**src/rtl/serial_echo_pkg.sv**
```systemverilog
// Shared frame constants, FSM state types and default timing for serial_echo.
package serial_echo_pkg;

  localparam int DEF_CLK_FREQ  = 50000000;
  localparam int DEF_BAUD_RATE = 115200;

  localparam int DATA_BITS   = 8;
  localparam bit PARITY_EVEN = 1'b1;
  localparam int STOP_BITS   = 1;

  typedef enum logic [2:0] {
    RX_IDLE,
    RX_START,
    RX_DATA,
    RX_PARITY,
    RX_STOP
  } rx_state_t;

  typedef enum logic [2:0] {
    TX_IDLE,
    TX_START,
    TX_DATA,
    TX_PARITY,
    TX_STOP
  } tx_state_t;

  // Parity bit that makes the frame's parity match the configured sense.
  function automatic logic parity_bit(input logic [DATA_BITS-1:0] d);
    return (^d) ^ ~PARITY_EVEN;
  endfunction

endpackage

```
**src/rtl/serial_echo_fifo.sv**
```systemverilog
// Synchronous first-word fall-through byte FIFO between the UART receiver and
// transmitter. Pushes while full and pops while empty are ignored.
module serial_echo_fifo #(
  parameter int FIFO_DEPTH = 4,
  parameter int WIDTH      = 8
) (
  input  logic             clk,
  input  logic             rst,
  input  logic             push,
  input  logic             pop,
  input  logic [WIDTH-1:0] din,
  output logic [WIDTH-1:0] dout,
  output logic             full,
  output logic             empty
);

  localparam int AW = $clog2(FIFO_DEPTH);

  logic [WIDTH-1:0] mem [FIFO_DEPTH];
  logic [AW:0]      wr_ptr;
  logic [AW:0]      rd_ptr;
  logic             do_push;
  logic             do_pop;

  assign do_push = push & ~full;
  assign do_pop  = pop & ~empty;

  // Pointer update and storage write; pointers carry one wrap bit.
  always_ff @(posedge clk) begin
    if (!rst) begin
      wr_ptr <= '0;
      rd_ptr <= '0;
    end else begin
      if (do_push) begin
        mem[wr_ptr[AW-1:0]] <= din;
        wr_ptr              <= wr_ptr + 1'b1;
      end
      if (do_pop) begin
        rd_ptr <= rd_ptr + 1'b1;
      end
    end
  end

  assign empty = (wr_ptr == rd_ptr);
  assign full  = (wr_ptr[AW] != rd_ptr[AW]) && (wr_ptr[AW-1:0] == rd_ptr[AW-1:0]);
  assign dout  = mem[rd_ptr[AW-1:0]];

endmodule

```
**src/rtl/serial_echo.sv**
```systemverilog
// UART echo: receives 8E1 frames on rx, pushes data+1 into a small FIFO and
// retransmits in the same format on tx.
// Build option SERIAL_ECHO_FLOW_CONTROL_EN: gates TX on rts and drives cts
// from FIFO fullness; otherwise rts is ignored and cts is low outside reset.
// Handshake: FIFO push is accepted when !full, pop when !empty, each on the
// clock edge where the request is high; dout is valid whenever !empty.
module serial_echo
  import serial_echo_pkg::*;
#(
  parameter int CLK_FREQ   = DEF_CLK_FREQ,
  parameter int BAUD_RATE  = DEF_BAUD_RATE,
  parameter int FIFO_DEPTH = 4
) (
  input  logic clk,
  input  logic rst,
  input  logic rx,
  output logic tx,
  input  logic rts,
  output logic cts
);

  localparam int BIT_TICKS  = CLK_FREQ / BAUD_RATE;
  localparam int HALF_TICKS = BIT_TICKS / 2;
  localparam int STOP_TICKS = BIT_TICKS * STOP_BITS;
  localparam int CW         = $clog2(STOP_TICKS + 1);
  localparam int IW         = $clog2(DATA_BITS);

  // ---------------------------------------------------------------- sync
  logic rx_m, rx_s, rx_prev;

  // Two-flop synchronizer plus a delayed copy for falling-edge detection.
  always_ff @(posedge clk) begin
    if (!rst) begin
      rx_m    <= 1'b1;
      rx_s    <= 1'b1;
      rx_prev <= 1'b1;
    end else begin
      rx_m    <= rx;
      rx_s    <= rx_m;
      rx_prev <= rx_s;
    end
  end

  // ---------------------------------------------------------------- fifo
  logic                 fifo_push, fifo_pop, fifo_full, fifo_empty;
  logic [DATA_BITS-1:0] fifo_din, fifo_dout;

  serial_echo_fifo #(
    .FIFO_DEPTH(FIFO_DEPTH),
    .WIDTH     (DATA_BITS)
  ) u_fifo (
    .clk  (clk),
    .rst  (rst),
    .push (fifo_push),
    .pop  (fifo_pop),
    .din  (fifo_din),
    .dout (fifo_dout),
    .full (fifo_full),
    .empty(fifo_empty)
  );

  // ---------------------------------------------------------------- gate
  logic tx_gate;
`ifdef SERIAL_ECHO_FLOW_CONTROL_EN
  assign tx_gate = ~rts;
  assign cts     = ~rst | fifo_full;
`else
  logic unused_rts;
  assign unused_rts = rts;
  assign tx_gate    = 1'b1;
  assign cts        = ~rst;
`endif

  // ---------------------------------------------------------------- rx fsm
  rx_state_t            rx_state, rx_state_n;
  logic [CW-1:0]        rx_cnt, rx_cnt_n;
  logic [IW-1:0]        rx_idx, rx_idx_n;
  logic [DATA_BITS-1:0] rx_sh, rx_sh_n;
  logic                 rx_par, rx_par_n;

  // RX state and datapath registers.
  always_ff @(posedge clk) begin
    if (!rst) begin
      rx_state <= RX_IDLE;
      rx_cnt   <= '0;
      rx_idx   <= '0;
      rx_sh    <= '0;
      rx_par   <= 1'b0;
    end else begin
      rx_state <= rx_state_n;
      rx_cnt   <= rx_cnt_n;
      rx_idx   <= rx_idx_n;
      rx_sh    <= rx_sh_n;
      rx_par   <= rx_par_n;
    end
  end

  // RX next state: mid-bit sampling, push of data+1 at a good stop bit.
  always_comb begin
    rx_state_n = rx_state;
    rx_cnt_n   = rx_cnt + 1'b1;
    rx_idx_n   = rx_idx;
    rx_sh_n    = rx_sh;
    rx_par_n   = rx_par;
    fifo_push  = 1'b0;
    fifo_din   = rx_sh + 1'b1;
    case (rx_state)
      RX_IDLE: begin
        rx_cnt_n = '0;
        if (rx_prev && !rx_s) rx_state_n = RX_START;
      end
      RX_START: begin
        if (rx_cnt == CW'(HALF_TICKS - 1)) begin
          rx_cnt_n   = '0;
          rx_idx_n   = '0;
          rx_state_n = rx_s ? RX_IDLE : RX_DATA;
        end
      end
      RX_DATA: begin
        if (rx_cnt == CW'(BIT_TICKS - 1)) begin
          rx_cnt_n = '0;
          rx_sh_n  = {rx_s, rx_sh[DATA_BITS-1:1]};
          rx_idx_n = rx_idx + 1'b1;
          if (rx_idx == IW'(DATA_BITS - 1)) rx_state_n = RX_PARITY;
        end
      end
      RX_PARITY: begin
        if (rx_cnt == CW'(BIT_TICKS - 1)) begin
          rx_cnt_n   = '0;
          rx_par_n   = rx_s;
          rx_state_n = RX_STOP;
        end
      end
      RX_STOP: begin
        if (rx_cnt == CW'(BIT_TICKS - 1)) begin
          rx_cnt_n   = '0;
          rx_state_n = RX_IDLE;
          if (rx_s && (parity_bit(rx_sh) == rx_par) && !fifo_full) fifo_push = 1'b1;
        end
      end
      default: rx_state_n = RX_IDLE;
    endcase
  end

  // ---------------------------------------------------------------- tx fsm
  tx_state_t            tx_state, tx_state_n;
  logic [CW-1:0]        tx_cnt, tx_cnt_n;
  logic [IW-1:0]        tx_idx, tx_idx_n;
  logic [DATA_BITS-1:0] tx_sh, tx_sh_n;
  logic                 tx_par, tx_par_n;
  logic                 tx_line;

  // TX state, datapath and the registered line driver (one cycle behind state).
  always_ff @(posedge clk) begin
    if (!rst) begin
      tx_state <= TX_IDLE;
      tx_cnt   <= '0;
      tx_idx   <= '0;
      tx_sh    <= '0;
      tx_par   <= 1'b0;
      tx       <= 1'b1;
    end else begin
      tx_state <= tx_state_n;
      tx_cnt   <= tx_cnt_n;
      tx_idx   <= tx_idx_n;
      tx_sh    <= tx_sh_n;
      tx_par   <= tx_par_n;
      tx       <= tx_line;
    end
  end

  // TX next state: pop on frame start, hold each bit BIT_TICKS clocks.
  always_comb begin
    tx_state_n = tx_state;
    tx_cnt_n   = tx_cnt + 1'b1;
    tx_idx_n   = tx_idx;
    tx_sh_n    = tx_sh;
    tx_par_n   = tx_par;
    fifo_pop   = 1'b0;
    tx_line    = 1'b1;
    case (tx_state)
      TX_IDLE: begin
        tx_cnt_n = '0;
        if (!fifo_empty && tx_gate) begin
          fifo_pop   = 1'b1;
          tx_sh_n    = fifo_dout;
          tx_par_n   = parity_bit(fifo_dout);
          tx_state_n = TX_START;
        end
      end
      TX_START: begin
        tx_line = 1'b0;
        if (tx_cnt == CW'(BIT_TICKS - 1)) begin
          tx_cnt_n   = '0;
          tx_idx_n   = '0;
          tx_state_n = TX_DATA;
        end
      end
      TX_DATA: begin
        tx_line = tx_sh[0];
        if (tx_cnt == CW'(BIT_TICKS - 1)) begin
          tx_cnt_n = '0;
          tx_sh_n  = tx_sh >> 1;
          tx_idx_n = tx_idx + 1'b1;
          if (tx_idx == IW'(DATA_BITS - 1)) tx_state_n = TX_PARITY;
        end
      end
      TX_PARITY: begin
        tx_line = tx_par;
        if (tx_cnt == CW'(BIT_TICKS - 1)) begin
          tx_cnt_n   = '0;
          tx_state_n = TX_STOP;
        end
      end
      TX_STOP: begin
        tx_line = 1'b1;
        if (tx_cnt == CW'(STOP_TICKS - 1)) begin
          tx_cnt_n   = '0;
          tx_state_n = TX_IDLE;
          if (!fifo_empty && tx_gate) begin
            fifo_pop   = 1'b1;
            tx_sh_n    = fifo_dout;
            tx_par_n   = parity_bit(fifo_dout);
            tx_state_n = TX_START;
          end
        end
      end
      default: tx_state_n = TX_IDLE;
    endcase
  end

endmodule

```
**config.mk**
```make
export PLATFORM = sky130hd
export DESIGN_NAME = serial_echo
export DESIGN_NICKNAME = d
export VERILOG_FILES = /design/src/rtl/serial_echo_pkg.sv /design/src/rtl/serial_echo_fifo.sv /design/src/rtl/serial_echo.sv
export SDC_FILE = /design/constraint.sdc
export NUM_CORES = 1
export LEC_CHECK = 0
export BUFFER_PORTS_ARGS = -buffer_cell sky130_fd_sc_hd__buf_4
export CORE_AREA = 2 2 107 109
export DETAILED_ROUTE_END_ITERATION = 6
export DIE_AREA = 0 0 109 111
export PLACE_DENSITY = 0.53
export SYNTH_ARGS = -nofsm -noshare
export SYNTH_HDL_FRONTEND = slang
export SYNTH_SLANG_ARGS = --single-unit
```
**constraint.sdc**
```tcl
create_clock -name clk -period 2.5 [get_ports clk]
set_clock_uncertainty 0.1 [all_clocks]
set_input_delay 0.5 -clock clk [delete_from_list [all_inputs] [get_ports clk]]
set_output_delay 0.5 -clock clk [all_outputs]
set_load 0.02 [all_outputs]
```
==> results.sh, run 1 <==
export IMPL_status="completed"
export IMPL_cts_buffers=9
export IMPL_dieHeight_um=111
export IMPL_core_mm2=0.0111
export IMPL_drtIter0Drc=92
export IMPL_clock_latency_ns=0.34
export IMPL_ys_seq_area_frac=0.507
export IMPL_crit_family="XOR/XNOR gates"
export IMPL_post_cts_buffers=0
export IMPL_antenna_found_initial=0
export IMPL_clock_sinks=92
export IMPL_postSynthAreaPerCell_um2=11.3
export IMPL_finalInstanceArea_mm2=0.00473
export IMPL_die_width_um=109
export IMPL_drc=0
export IMPL_drt_met1_wl_um=3520
export IMPL_dr_pass1_iters=4
export IMPL_synth_cells=378
export IMPL_finalWirelength_um=7230
export IMPL_vias_per_cell=4.96
export IMPL_start_util=0.385
export IMPL_path_buf_inv=1
export IMPL_tightest_slew_ns=0.525
export IMPL_worstSetupPathType="reg2reg"
export IMPL_clock_path_buffers=2
export IMPL_cp_slowest_stage_delay_ns=0.40
export IMPL_grt_pass1_wl_um=12800
export IMPL_fillCellCount=1032
export IMPL_ir_drop_v=0.000306
export IMPL_place_detailed_hpwl_um=5090
export IMPL_maxCapViolCount=0
export IMPL_synth_edff_count=32
export IMPL_routedWlPerCell_um=13.5
export IMPL_cts_tree="yes"
export IMPL_leakage_nw=1.79
export IMPL_grt_ovfl_total=0
export IMPL_placed_area_mm2=0.00446
export IMPL_fin_setup_tns_ns=0
export IMPL_yosysUniqueCellTypes=52
export IMPL_grt_util_all_layers=0.136
export IMPL_port_buffers=4
export IMPL_hold_viol=0
export IMPL_antenna_left=0
export IMPL_drv_slew=0
export IMPL_rows=39
export IMPL_grt_setup_unrepaired="no"
export IMPL_slowest_stage="xnor3_1"
export IMPL_fin_crit_ns=2.23
export IMPL_syn_nets=399
export IMPL_met3_length_um=148
export IMPL_area_growth_pct=11.0
export IMPL_finalNetCount=407
export IMPL_power_density_mw_per_mm2=799
export IMPL_crit_path_max_fanout=8
export IMPL_setup_violations=0
export IMPL_routed_top_layer="met4"
export IMPL_grt_pass1_vias=2671
export IMPL_finalCritPeriodShare=0.893
export IMPL_htree_levels=3
export IMPL_netlist_area_mm2=0.00427
export IMPL_critPathRequiredTime_ns=2.49
export IMPL_fmaxAchievable_mhz=448
export IMPL_startpoint_type="flip-flop"
export IMPL_worst_ep_arrival_time_ns=2.22
export IMPL_synth_top_flop_cell="dfxtp_1"
export IMPL_gp_congestion=0.777
export IMPL_io_pins=6
export IMPL_cp_cell_sequence="ha_1, xnor2_1, xnor3_1, and4_1, and2_1, buf_4"
export IMPL_endpoint_kind="flip-flop"
export IMPL_yosysWarnings=0
export IMPL_grt_max_degree=21
export IMPL_cts_clk_slew_worst_paths_ns=0.06
export IMPL_holdCritPathClass="in2reg"
export IMPL_synth_seq_cells=92
export IMPL_cts_resized=0
export IMPL_num_antenna_cells=0
export IMPL_vias=2646
export IMPL_die_area_mm2=0.0121
export IMPL_cts_root_buf="clkbuf_16"
export IMPL_cts_hold_buf=0
export IMPL_drive_gt1_frac=0.123
export IMPL_async_flop_share=0
export IMPL_slew_limit_headroom=0.649
export IMPL_dr_wl_met2_um=3380
## power by group
| group | switching [W] | internal (W) | total, W |
|---|---|---|---|
| Sequential | 0.000103 | 0.00165 | 0.00176 |
| Clock | 0.000536 | 0.000693 | 0.00123 |
| Combinational | 0.000409 | 0.000389 | 0.000799 |
## sequential cells by signal (all words and copies together), names as in the netlist, 8 cells and up, named ones only
signal and count:
rx_cnt 9, rx_sh 8, tx_sh 8, tx_cnt 9
u_fifo.mem 32
## worst paths after layout
path                                end  cells past startpoint                  start  slack, ns
min                     rx_m$_SDFF_PN1_                      2                     rx       0.25
min reg2reg             rx_s$_SDFF_PN1_                      1        rx_m$_SDFF_PN1_       0.31
max          u_fifo.mem[2][0]$_DFFE_PP_                      6  rx_sh[0]$_SDFFE_PN0P_       0.27
max reg2reg  u_fifo.mem[2][0]$_DFFE_PP_                      6  rx_sh[0]$_SDFFE_PN0P_       0.27
## area by class of cell
cell class	instances	area, um2	share of cell area
Clock buffer	11	243	0.0513
Clock inverter	5	27.5	0.00581
Inverter	10	37.5	0.00793
Multi-Input combinational cell	259	1980	0.418
Sequential cell	92	2160	0.457
Tap cell	143	179	0.0378
Timing Repair Buffer	14	105	0.0222
## routing by layer
layer	up-vias	track usage
met4	0	0.0718
met1	1260	0.181
met3	11	0.0212
li1	1351	-
met2	24	0.211
met5	-	0
## kinds of logic (layout without fill, tap and decap cells)
group	count (synthesis)	count (layout)	share of synthesized area
AOI/OAI and AO/OA	40	40	0.0701
muxes	31	31	0.0962
and+or+nand+nor	129	129	0.158
adders and majority gates	18	18	0.0525
xor gates and xnor gates	41	41	0.0874
DFF	92	92	0.507
buffers and inverters	27	40	0.0290
## stage by stage
step	power (W)	utilization	setup slack, ns	std cells	hold slack, ns
after floorplan	0.00245	-	0.405	378	0.286
after CTS	0.00384	0.427	0.230	534	0.243
after detailed placement	0.00259	0.403	0.245	518	0.304
after global placement	0.00259	0.403	0.266	518	0.295
after global routing	0.00402	0.427	0.118	534	0.259
final	0.00378	0.427	0.268	534	0.249
## Yosys cell counts (all sizes together) (2+ instances only)
| cell type | count | area [um2] |
|---|---|---|
| dfxtp | 60 | 1200 |
| nor2 | 54 | 203 |
| edfxtp | 32 | 961 |
| xnor2 | 29 | 254 |
| mux2i | 23 | 230 |
| nand2 | 18 | 70.1 |
| ha | 17 | 213 |
| nand3 | 14 | 70.1 |
| a21oi | 13 | 65.1 |
| xor2 | 11 | 96.3 |
| buf | 10 | 60.1 |
| inv | 9 | 33.8 |
| a311oi | 8 | 70.1 |
| and2 | 8 | 50.1 |
| mux4 | 8 | 180 |
| clkbuf | 7 | 26.3 |
| nand2b | 7 | 43.8 |
| nor3 | 6 | 41.3 |
| o21ai | 5 | 25.0 |
| a31oi | 3 | 18.8 |
| and3 | 3 | 18.8 |
| or2 | 3 | 18.8 |
| and4 | 2 | 17.5 |
| nand4 | 2 | 12.5 |
| nand4b | 2 | 17.5 |
| nand4bb | 2 | 22.5 |
| nor3b | 2 | 15.0 |
| nor4 | 2 | 33.8 |
| o211ai | 2 | 20.0 |
| or4b | 2 | 27.5 |
## layout by cell type (no fill, tap or decap), types with 9 or more instances in the layout
cell type   n
a21oi_1    13
buf_4      14
clkbuf_16   9
dfxtp_1    60
edfxtp_1   32
ha_1       17
inv_1       9
mux2i_1    23
nand2_1    17
nand3_1    14
nor2_1     54
xnor2_1    29
xor2_1     11
Power figures use the tool's default switching activity.
==> run 2, diff against run 1 <==
PLACE_DENSITY = 0.66   (was 0.53)
==> run 2 against run 1 <==
Net effect:
- register-to-register slack worse by 0.11 ns
- utilization hardly changed
- global-route usage is 0.40 points lower
- cell count is 0.19% lower
- worst hold slack worse by 0.0040 ns
- routed wire length is 0.55% lower
- combinational power hardly changed
- sequential share of layout area hardly changed
- clock-buffer cell count is 2 lower
- critical path type unchanged
- highest routed layer unchanged
==> results.sh, run 2 (same netlist as run 1, synthesis figures left out) <==
export IMPL_status="completed"
export IMPL_crit_path_max_fanout=8
export IMPL_startpoint_type="flip-flop"
export IMPL_rows=39
export IMPL_endpoint_kind="flip-flop"
export IMPL_cts_buffers=9
export IMPL_antenna_left=0
export IMPL_grt_pass1_vias=2713
export IMPL_slew_limit_headroom=0.626
export IMPL_dieHeight_um=111
export IMPL_fin_setup_tns_ns=0
export IMPL_setup_violations=0
export IMPL_power_density_mw_per_mm2=809
export IMPL_grt_ovfl_total=0
export IMPL_pwr_share_comb=0.207
export IMPL_dr_pass1_iters=6
export IMPL_vias=2672
export IMPL_seqPwrFrac=0.457
export IMPL_dp_cells=517
export IMPL_grt_util_all_layers=0.132
export IMPL_die_width_um=109
export IMPL_htree_levels=3
export IMPL_die_area_mm2=0.0121
export IMPL_layout_common_cells="60 x dfxtp_1, 54 x nor2_1, 32 x edfxtp_1"
export IMPL_grt_pass1_wl_um=12600
export IMPL_fin_crit_ns=2.34
export IMPL_clock_path_buffers=2
export IMPL_utilization=0.428
export IMPL_drv_slew=0
export IMPL_port_buffers=4
export IMPL_vias_per_cell=5.01
export IMPL_cts_hold_buf=0
export IMPL_finalWorstSetupSlack_ns=0.161
export IMPL_tightest_slew_ns=0.560
export IMPL_p_switching_w=0.00112
export IMPL_place_detailed_hpwl_um=4990
export IMPL_clock_sinks=92
export IMPL_post_place_ws_ns=0.145
export IMPL_worstSetupPathType="reg2reg"
export IMPL_p_clk_frac=0.335
export IMPL_post_cts_buffers=0
export IMPL_grt_setup_unrepaired="no"
export IMPL_final_common_cell="dfxtp_1"
export IMPL_area_growth_pct=11.1
export IMPL_cts_root_buf="clkbuf_16"
export IMPL_ir_drop_v=0.000334
export IMPL_cts_clk_slew_worst_paths_ns=0.06
export IMPL_cts_resized=0
export IMPL_gp_congestion=0.799
export IMPL_critPathRequiredTime_ns=2.40
export IMPL_finalCritPeriodShare=0.936
export IMPL_leakage_nw=1.79
export IMPL_start_util=0.385
export IMPL_num_antenna_cells=0
export IMPL_power_w=0.00384
export IMPL_drtIter0Drc=136
export IMPL_power_internal_w=0.00272
export IMPL_core_mm2=0.0111
export IMPL_fmaxAchievable_mhz=427
export IMPL_maxCapViolCount=0
export IMPL_cts_tree="yes"
export IMPL_routedWlPerCell_um=13.5
export IMPL_worst_ep_arrival_time_ns=2.24
export IMPL_grt_max_degree=18
export IMPL_finalNetCount=406
export IMPL_antenna_found_initial=0
export IMPL_finalWirelength_um=7190
export IMPL_largest_reg_flops=32
export IMPL_drc=0
export IMPL_io_pins=6
export IMPL_instances_no_fill=533
export IMPL_clock_latency_ns=0.35
export IMPL_holdCritPathClass="in2reg"
export IMPL_swShare=0.291
export IMPL_drive_gt1_frac=0.123
export IMPL_hold_viol=0
[run 2: cell types whose count changed in the layout (fill, tap and decap cells not counted), sizes merged]
cell    previous run  this run
buf               14        13
clkbuf            11         9
clkinv             5         4
inv                9        12
[run 2: metal layers]
layer	GRT usage	vias to the layer above	routed length, um
met1	0.169	1288	3390
met4	0.0744	0	170
li1	-	1351	-
met3	0.0194	11	123
met5	0	-	0
met2	0.210	22	3500
[run 2: path summary, 6_finish.rpt]
path                              start                         end  slack, ns  cells after the start
setup / recovery  rx_sh[0]$_SDFFE_PN0P_  u_fifo.mem[1][3]$_DFFE_PP_       0.16                      5
hold reg to reg         rx_m$_SDFF_PN1_             rx_s$_SDFF_PN1_       0.31                      1
hold / removal                       rx             rx_m$_SDFF_PN1_       0.25                      2
setup reg to reg  rx_sh[0]$_SDFFE_PN0P_  u_fifo.mem[1][3]$_DFFE_PP_       0.16                      5
[run 2: layout make-up]
class | instances | area [um2]
fillers | 1019 | 6340
flip-flops and latches | 92 | 2160
multi-input cells | 259 | 1980
clock buffers | 9 | 225
well taps | 143 | 179
repair buffers | 13 | 97.6
clock inverters | 7 | 57.6
inverters | 10 | 37.5
[run 2: power groups by stage]
stage	combinational [W]	sequential [W]	clock (W)
after global routing	0.000883	0.00177	0.00137
after detailed placement	0.000798	0.00179	0
after CTS	0.000804	0.00175	0.00132
after floorplan	0.000711	0.00174	0
after global placement	0.000780	0.00178	0
final	0.000796	0.00175	0.00129
[run 2: stage by stage]
| stage | hold WS [ns] | area [um2] |
|---|---|---|
| floorplan | 0.286 | 4270 |
| global route | 0.255 | 4740 |
| CTS | 0.240 | 4740 |
| finish | 0.245 | 4740 |
| global placement | 0.304 | 4460 |
| detailed placement | 0.302 | 4460 |
[run 2: worst max-delay path: stages, from the launching register on]
cell	delay, ns
dfxtp_1	0.34
ha_1	0.37
xnor2_1	0.23
xnor3_1	0.31
and4_1	0.26
and2_1	0.39
